==> src/rtl/snake_state_sink.sv <==
// Receive side of the snake-state writeback port: shadow-buffers slot writes and
// publishes the whole snake at the next frame boundary after a commit.
module snake_state_sink #(
   parameter logic [31:0] BASE_ADDR = 32'd1000,
   parameter int unsigned NUM_WORDS = 12,
   parameter int unsigned WORD_W    = 30,
   localparam int unsigned SNAKE_W  = NUM_WORDS * WORD_W
) (
   input  logic               clock,
   input  logic               reset,
   input  logic               isLoadSnake_w,
   input  logic [31:0]        o_mw,
   input  logic [31:0]        d_mw,
   input  logic               frame_start,
   output logic [SNAKE_W-1:0] snake,
   output logic               commit_pending,
   output logic               overrun,
   output logic               addr_error,
   output logic [15:0]        frame_count
);

   localparam int unsigned IDX_W = (NUM_WORDS > 1) ? $clog2(NUM_WORDS) : 1;

   typedef enum logic {
      ACCUM   = 1'b0,
      PENDING = 1'b1
   } state_t;

   state_t state;
   state_t state_nxt;

   logic [WORD_W-1:0] shadow [NUM_WORDS];
   logic [31:0]       off;
   logic              is_slot;
   logic              is_commit;
   logic              is_bad;
   logic              shadow_we;
   logic              overrun_set;
   logic              copy_en;
   logic              unused_d_hi;

   // Address decode; every case is qualified by the writeback strobe.
   assign off         = o_mw - BASE_ADDR;
   assign is_slot     = isLoadSnake_w && (off < 32'(NUM_WORDS));
   assign is_commit   = isLoadSnake_w && (off == 32'(NUM_WORDS));
   assign is_bad      = isLoadSnake_w && (off > 32'(NUM_WORDS));
   assign unused_d_hi = ^d_mw[31:WORD_W];

   always_ff @(posedge clock) begin
      if (reset) state <= ACCUM;
      else       state <= state_nxt;
   end

   always_comb begin
      state_nxt = state;
      case (state)
         ACCUM:   if (is_commit)   state_nxt = PENDING;
         PENDING: if (frame_start) state_nxt = ACCUM;
         default: state_nxt = ACCUM;
      endcase
   end

   // Datapath strobes; a commit arriving in PENDING is deliberately ignored.
   always_comb begin
      shadow_we   = 1'b0;
      overrun_set = 1'b0;
      copy_en     = 1'b0;
      case (state)
         ACCUM:   shadow_we = is_slot;
         PENDING: begin
            overrun_set = is_slot;
            copy_en     = frame_start;
         end
         default: ;
      endcase
   end

   always_ff @(posedge clock) begin
      if (reset) begin
         for (int k = 0; k < NUM_WORDS; k++) shadow[k] <= '0;
      end else if (shadow_we) begin
         shadow[IDX_W'(off)] <= d_mw[WORD_W-1:0];
      end
   end

   // Whole-vector copy in one edge so the renderer never sees a torn snake.
   always_ff @(posedge clock) begin
      if (reset) begin
         snake       <= '0;
         frame_count <= '0;
      end else if (copy_en) begin
         for (int k = 0; k < NUM_WORDS; k++) snake[k*WORD_W +: WORD_W] <= shadow[k];
         frame_count <= frame_count + 16'd1;
      end
   end

   always_ff @(posedge clock) begin
      if (reset) begin
         overrun    <= 1'b0;
         addr_error <= 1'b0;
      end else begin
         if (overrun_set) overrun    <= 1'b1;
         if (is_bad)      addr_error <= 1'b1;
      end
   end

   assign commit_pending = (state == PENDING);

endmodule

==> config.mk <==
export PLATFORM = sky130hd
export DESIGN_NAME = snake_state_sink
export DESIGN_NICKNAME = d
export VERILOG_FILES = /design/src/rtl/snake_state_sink.sv
export SDC_FILE = /design/constraint.sdc
export NUM_CORES = 1
export LEC_CHECK = 0
export CORE_ASPECT_RATIO = 1.4
export CORE_MARGIN = 2
export CORE_UTILIZATION = 50
export DETAILED_ROUTE_END_ITERATION = 7
export GPL_TIMING_DRIVEN = 0
export PLACE_DENSITY_LB_ADDON = 0.3
export SLEW_MARGIN = 20
export SYNTH_ARGS = -nofsm -noshare
export SYNTH_HDL_FRONTEND = slang
export SYNTH_SLANG_ARGS = --single-unit
==> constraint.sdc <==
create_clock -name clock -period 8.8 [get_ports clock]
set_clock_uncertainty 0.15 [all_clocks]
set_input_delay 0.88 -clock clock [delete_from_list [all_inputs] [get_ports clock]]
set_output_delay 0.88 -clock clock [all_outputs]
set_load 0.1 [all_outputs]
==> results.cfg, run 1 <==
[status]
status = finished, final reports clean

[logic_synthesis]
synth_seq_cells = 739
synth_mux_area_share_pct = 0.115
synth_compound_area_share_pct = 7.17
yosys.area.top_type = edfxtp_1
synth_area_leaders = edfxtp_1, dfxtp_1, nand2_1
synth.distinct_cells = 45
synth-simple-area-share_pct = 23.4
async_flop_share_pct = 0
synthesis.yosys.warnings = 0
synth-xor-area-share_pct = 0.465
synth_top_area_share_pct = 38.3
syn_avg_cell_area_sq_um = 10.4
synth_edf_count = 360
yosysSeqAreaShare_pct = 65.1
syn_nets = 2776
synth_top_family_by_area = simple AND/OR/NAND/NOR gates
synthFlopType = dfxtp_1
syn_area_sq_um = 28200
syn_inst = 2706
synthAdderAreaFrac_pct = 0.0886

[job]
cap_violations = 0

[critical_path]
reg2reg_to = shadow[1][8]$_SDFFCE_PN0P_
path_max_fanout = 10
cp_data_required_time_ns = 8.95
reg2reg_slack_ns = 5.39
critPathCaptureType = register
critPathKind = in -> reg
rr_worst_depth = 8
r2r_start = commit_pending$_SDFF_PP0_
critical_path.cell_chain = clkdlybuf4s50_1 > clkinv_1 > clkbuf_1 > ha_1 > or4b_2 > nor4_1 > nand4b_1 > or4_1 > clkbuf_1 > o41ai_2 > buf_2 > buf_2 > buf_2
cpPeakStageDelay_ns = 0.66
cp_slowest_cell = clkdlybuf4s50_1
cp-start-kind = primary input
critPathArrivalTime_ns = 6.29
cpMostUsedCell = buf_2

[final_layout]
stdcell_count = 4024
nets = 3305
area.growth.synth_to_final_pct = 28.6
mostFrequentLayoutCells = nand2_1, clkdlybuf4s50_1, dfxtp_1, a21oi_1, edfxtp_1
final_common_cell = nand2_1
diodes = 0
fin_util_pct = 64.8
drive_gt1_share_pct = 10.8

[floorplanning]
initial_core_util_pct = 50.4
ios = 447
fp.dieH_um = 285
core_sq_um = 56100
die_w_um = 205
placementRows = 103
dieArea_sq_um = 58400

[timing]
setup_violations = 0
fmax_mhz = 163
slew_headroom_pct = 23.2
timing.final.crit_period_ns = 6.14
slew_violations = 0
fin_hold_ws_ns = 0.303
fin_crit_sh_pct = 69.7
worst-slew-pin-transition_ns = 1.14
hold_violations = 0
rsz0062_at_grt = no

[power]
pwr-share-seq_pct = 52.2
p_leak_nw = 11.0
clkPwrFrac_pct = 44.2
swShare_pct = 21.2
p_total_mw = 7.11
internal_power_mw = 5.60
switching_power_mw = 1.51
p_per_area_nw_per_um2 = 196
ir_drop_mv = 0.140
combPwrFrac_pct = 3.5

[global_route]
overflow = 0
grt_pass1_vias = 22400
antenna_found_initial = 3
grt_usage_pct = 31.4
grt_max_degree = 31
grt_pass1_wl_um = 135000

[cts]
cts.sinks = 739
cts_setup_buffers = 0
path_clk_slew_ns = 0.07
cts_tree = yes
clock_latency_ns = 0.61
cts_made_buffers = 69
clockRootBuffer = clkbuf_16
htree_levels = 3
cts-resized-gates = 0
hold_buffers = 0
cts_buffer_depth = 3

[route]
wirelength_um = 92400
avgRoutedWirePerCell_um = 23.0
drt_pre_antenna_iters = 6
drt_iter0_markers = 2013
post-route-drc-count = 0
ant_nets = 0
via_per_inst = 5.54
vias = 22300

[min_path]
holdPathEnd = snake[52]$_SDFFE_PP0P_
hold_path_class = reg -> reg
hold-path-cell-count = 2
hp-start = snake[52]$_SDFFE_PP0P_

[placement]
io_buffers = 442
place_congestion = 0.929
dp_hpwl_um = 68500
dp.cells = 3899
critical path: cells and delay by family:
family                   cells  cell delay (ns)
AO/OA/AOI/OAI                1             0.63
adder cells (fa/ha/maj)      1             0.45
buffers and inverters        7             2.65
AND/OR/NAND/NOR              4             1.65
Yosys cell counts (5+ instances only):
| cell type | instances |
|---|---|
| a21oi_1 | 363 |
| and3_1 | 36 |
| buf_1 | 8 |
| buf_6 | 24 |
| clkbuf_1 | 184 |
| dfxtp_1 | 379 |
| edfxtp_1 | 360 |
| inv_1 | 5 |
| nand2_1 | 893 |
| nand3_1 | 6 |
| nand4_1 | 5 |
| nor2_1 | 28 |
| nor2b_1 | 30 |
| nor3_1 | 122 |
| nor3_2 | 186 |
| nor4_1 | 6 |
| o21ai_0 | 15 |
| xor2_1 | 11 |
power groups by stage:
| stage | logic [mW] | registers [mW] | clock network [mW] |
|---|---|---|---|
| global placement | 0.226 | 3.79 | 0 |
| global route | 0.263 | 3.72 | 3.29 |
| detailed placement | 0.248 | 3.79 | 0 |
| floorplan | 0.103 | 3.78 | 0 |
| CTS | 0.249 | 3.71 | 3.16 |
| finish | 0.252 | 3.71 | 3.15 |
cell type report:
type                    count  area [sq um]
plain buffers             218          1010
clock buffers              99          2020
clock inverters            26           355
fillers                  4330         19700
inverters                   7          26.3
multi-input cells        1742          8930
flip-flops and latches    739         18400
well taps                 735           920
repair buffers            458          4670
per-stage QoR:
stage / worst slack, ns / area [sq um] / TNS [ns]
4_1_cts: 2.66 / 36300 / 0
3_5_place_dp: 2.04 / 33900 / 0
2_1_floorplan: 1.91 / 28200 / 0
3_3_place_gp: -1.12 / 33600 / -43.03
6_report: 2.66 / 36300 / 0
5_1_grt: 2.41 / 36300 / 0
how the worst max path moves through the flow:
| stage | start | end | slack, ns | depth (start not counted) |
|---|---|---|---|---|
| floorplan | o_mw[3] | shadow[6][0]$_SDFFCE_PN0P_ | 1.91 | 9 |
| global placement | o_mw[3] | shadow[6][19]$_SDFFCE_PN0P_ | -1.12 | 10 |
| global route | o_mw[3] | shadow[6][9]$_SDFFCE_PN0P_ | 2.41 | 13 |
| detailed placement | o_mw[3] | shadow[6][17]$_SDFFCE_PN0P_ | 2.04 | 13 |
| CTS | o_mw[3] | shadow[6][14]$_SDFFCE_PN0P_ | 2.66 | 13 |
| finish | o_mw[3] | shadow[6][14]$_SDFFCE_PN0P_ | 2.66 | 13 |
state kept, by name (all words and copies together), names as in the netlist:
signal          cells
addr_error          1
commit_pending      1
frame_count        16
overrun             1
shadow            360
snake             360
kinds of logic after synthesis:
| kind of cell | count (synthesis) |
|---|---|
| xor+xnor | 15 |
| simple gates | 1331 |
| buf+inv | 225 |
| flops | 739 |
| mux | 3 |
| fa+ha+maj | 2 |
| compound gates | 391 |
layer usage:
metal  up-vias  part of all wire (%)  GRT usage, %
met5         -                 0.026             0
met4         4                   6.7          19.7
met3       248                   7.9          5.33
met2      1029                    49          53.8
met1     10700                    36          36.2
li1      10300                     -             -
(Power assumes the default switching activity.)
==> run 2, diff against run 1 <==
--- a/config.mk
+++ b/config.mk
@@ -7,7 +7,7 @@
 export LEC_CHECK = 0
 export CORE_ASPECT_RATIO = 1.4
 export CORE_MARGIN = 2
-export CORE_UTILIZATION = 50
+export CORE_UTILIZATION = 48
 export DETAILED_ROUTE_END_ITERATION = 7
 export GPL_TIMING_DRIVEN = 0
 export PLACE_DENSITY_LB_ADDON = 0.3
==> constraint.sdc (replaced) <==
create_clock -name clock -period 5.38 [get_ports clock]
set_clock_uncertainty 0.15 [all_clocks]
set_input_delay 0.538 -clock clock [delete_from_list [all_inputs] [get_ports clock]]
set_output_delay 0.538 -clock clock [all_outputs]
set_load 0.1 [all_outputs]
==> run 2 against run 1 <==
  * Via count up 0.14%
  * Sequential power up 64%
  * Critical path depth up 1
  * Total power up 61%
  * Combinational power up 71%
  * Critical path type unchanged
  * Non-clock buffer count up 13
  * Worst hold slack worse by 0.11 ns
==> results.cfg, run 2 (synthesized netlist as in run 1, its figures left out) <==
[timing]
worst-slew-pin-transition_ns = 1.14
slew_violations = 0
timing.final.crit_period_ns = 5.15
tns_ns = 0
setup_violations = 0
fmax_mhz = 194
finalWorstSetupSlack_ns = 0.234
fin_crit_sh_pct = 95.7
rsz0062_at_grt = no
fin_hold_ws_ns = 0.192
hold_violations = 0
slew_headroom_pct = 23.6

[floorplanning]
core_sq_um = 58300
placementRows = 105
die_w_um = 209
dieArea_sq_um = 60800
fp.dieH_um = 291
ios = 447
initial_core_util_pct = 48.4

[global_route]
grt_usage_pct = 30.3
grt_pass1_wl_um = 136000
grt_pass1_vias = 22200
grt_use_met2_pct = 51.2
top_usage_layer = met2
use_met1_pct = 35.6
met3_usage_pct = 5.60
antenna_found_initial = 5
grt_max_degree = 31
overflow = 0

[placement]
io_buffers = 442
dp_hpwl_um = 69900
dpl_worst_slack_ns = -0.758
dp.cells = 3911
placed_area_sq_um = 34000
place_congestion = 0.896

[min_path]
hold_path_class = in -> reg
hold-path-cell-count = 3
hp-start = reset
holdPathEnd = overrun$_SDFFE_PP0P_

[critical_path]
reg2reg_slack_ns = 1.90
path_max_fanout = 12
cp_data_required_time_ns = 5.54
cp_slowest_cell = or4b_2
rr_worst_depth = 8
critPathBufInv = 8
critPathArrivalTime_ns = 5.31
r2r_start = commit_pending$_SDFF_PP0_
cp-start-kind = primary input
critical_path.cell_chain = clkdlybuf4s50_1 > clkinvlp_4 > clkbuf_2 > ha_1 > or4b_2 > nor4_1 > nand4b_1 > or4_1 > buf_2 > buf_2 > o41ai_4 > buf_4 > buf_4 > buf_6
critPathKind = in -> reg
critPathCaptureType = register
cpPeakStageDelay_ns = 0.73
reg2reg_to = shadow[1][9]$_SDFFCE_PN0P_
cp_top_family = buffers and inverters

[final_layout]
nets = 3320
fin_util_pct = 62.4
stdcell_count = 4059
final_common_cell = nand2_1
largestRegisters = shadow (360), snake (360), frame_count (16)
drive_gt1_share_pct = 11.4
final_cell_area_sq_um = 36400
mostFrequentLayoutCells = nand2_1, clkdlybuf4s50_1, dfxtp_1, a21oi_1, edfxtp_1
area.growth.synth_to_final_pct = 28.9

[cts]
cts.sinks = 739
clock_latency_ns = 0.61
path_clk_slew_ns = 0.06
clockRootBuffer = clkbuf_16
htree_levels = 3
cts_buffer_depth = 3
cts_made_buffers = 71
cts_tree = yes

[power]
p_per_area_nw_per_um2 = 315
p_total_mw = 11.5
p_leak_nw = 11.1
ir_drop_mv = 0.195

[route]
avgRoutedWirePerCell_um = 23.1
drt_iter0_markers = 1870
via_per_inst = 5.50
post-route-drc-count = 0
vias = 22300
wirelength_um = 93900
drt_pre_antenna_iters = 6
ant_nets = 0

[job]
cap_violations = 0

[status]
status = finished, final reports clean
-- run 2: cell types whose count changed in the layout (fill, tap and decap cells not counted), moves of 2 or more --
cell,previous run,this run
inv_6,0,5
buf_4,2,19
clkinv_2,8,10
diode_2,0,2
clkinv_4,1,4
buf_2,6,2
clkinv_1,8,6
bufinv_16,9,2
clkinvlp_4,1,5
clkbuf_1,196,194
-- run 2: cell type report --
| type | count | area (sq um) |
|---|---|---|
| inverters | 7 | 30.0 |
| well taps | 749 | 937 |
| clock buffers | 99 | 2040 |
| flip-flops and latches | 739 | 18400 |
| diodes | 2 | 5.00 |
| multi-input cells | 1742 | 8940 |
| clock inverters | 32 | 260 |
| plain buffers | 218 | 1010 |
| repair buffers | 471 | 4780 |
| fillers | 4772 | 21900 |
-- run 2: power by group --
part	leakage (nW)	internal (mW)	total [mW]	switching, mW
sequential	6.47	6.02	6.07	0.0516
combinational	3.48	0.103	0.432	0.329
clock	1.12	2.78	4.97	2.19
total	11.1	8.90	11.5	2.57
-- run 2: routing by layer --
layer  up-vias  part of all wire, %
li1      10300                    -
met1     10700                   36
met2      1049                   48
met3       268                  8.4
met4         6                  7.0
met5         -                0.040
-- run 2: worst max-delay path by stage --
stage                     cells past startpoint    start                            to  slack (ns)
after floorplan                              10  o_mw[3]    shadow[0][0]$_SDFFCE_PN0P_       -0.33
after global placement                       11  o_mw[3]   shadow[1][10]$_SDFFCE_PN0P_       -3.05
after detailed placement                     13  o_mw[3]   shadow[8][12]$_SDFFCE_PN0P_       -0.76
after CTS                                    13  o_mw[3]  shadow[10][16]$_SDFFCE_PN0P_        0.03
after global routing                         14  o_mw[3]   shadow[8][13]$_SDFFCE_PN0P_        0.03
final                                        14  o_mw[3]   shadow[8][13]$_SDFFCE_PN0P_        0.23
-- run 2: worst register-to-register path, stage by stage (launching register included) --
cell and delay [ns]:
dfxtp_1 0.36, clkbuf_1 0.22, nor2_1 0.17, nand2_1 0.24, nor3_1 0.62, clkbuf_1 0.52
nand2_1 0.18, o21ai_4 0.50, buf_16 0.23
-- run 2: what timing repair did --
action,4_1_cts,5_1_grt
pin swaps,1,3
hold buffers,0,0
resized for setup,1,1
setup endpoints to repair,69,56
buffers inserted,0,15
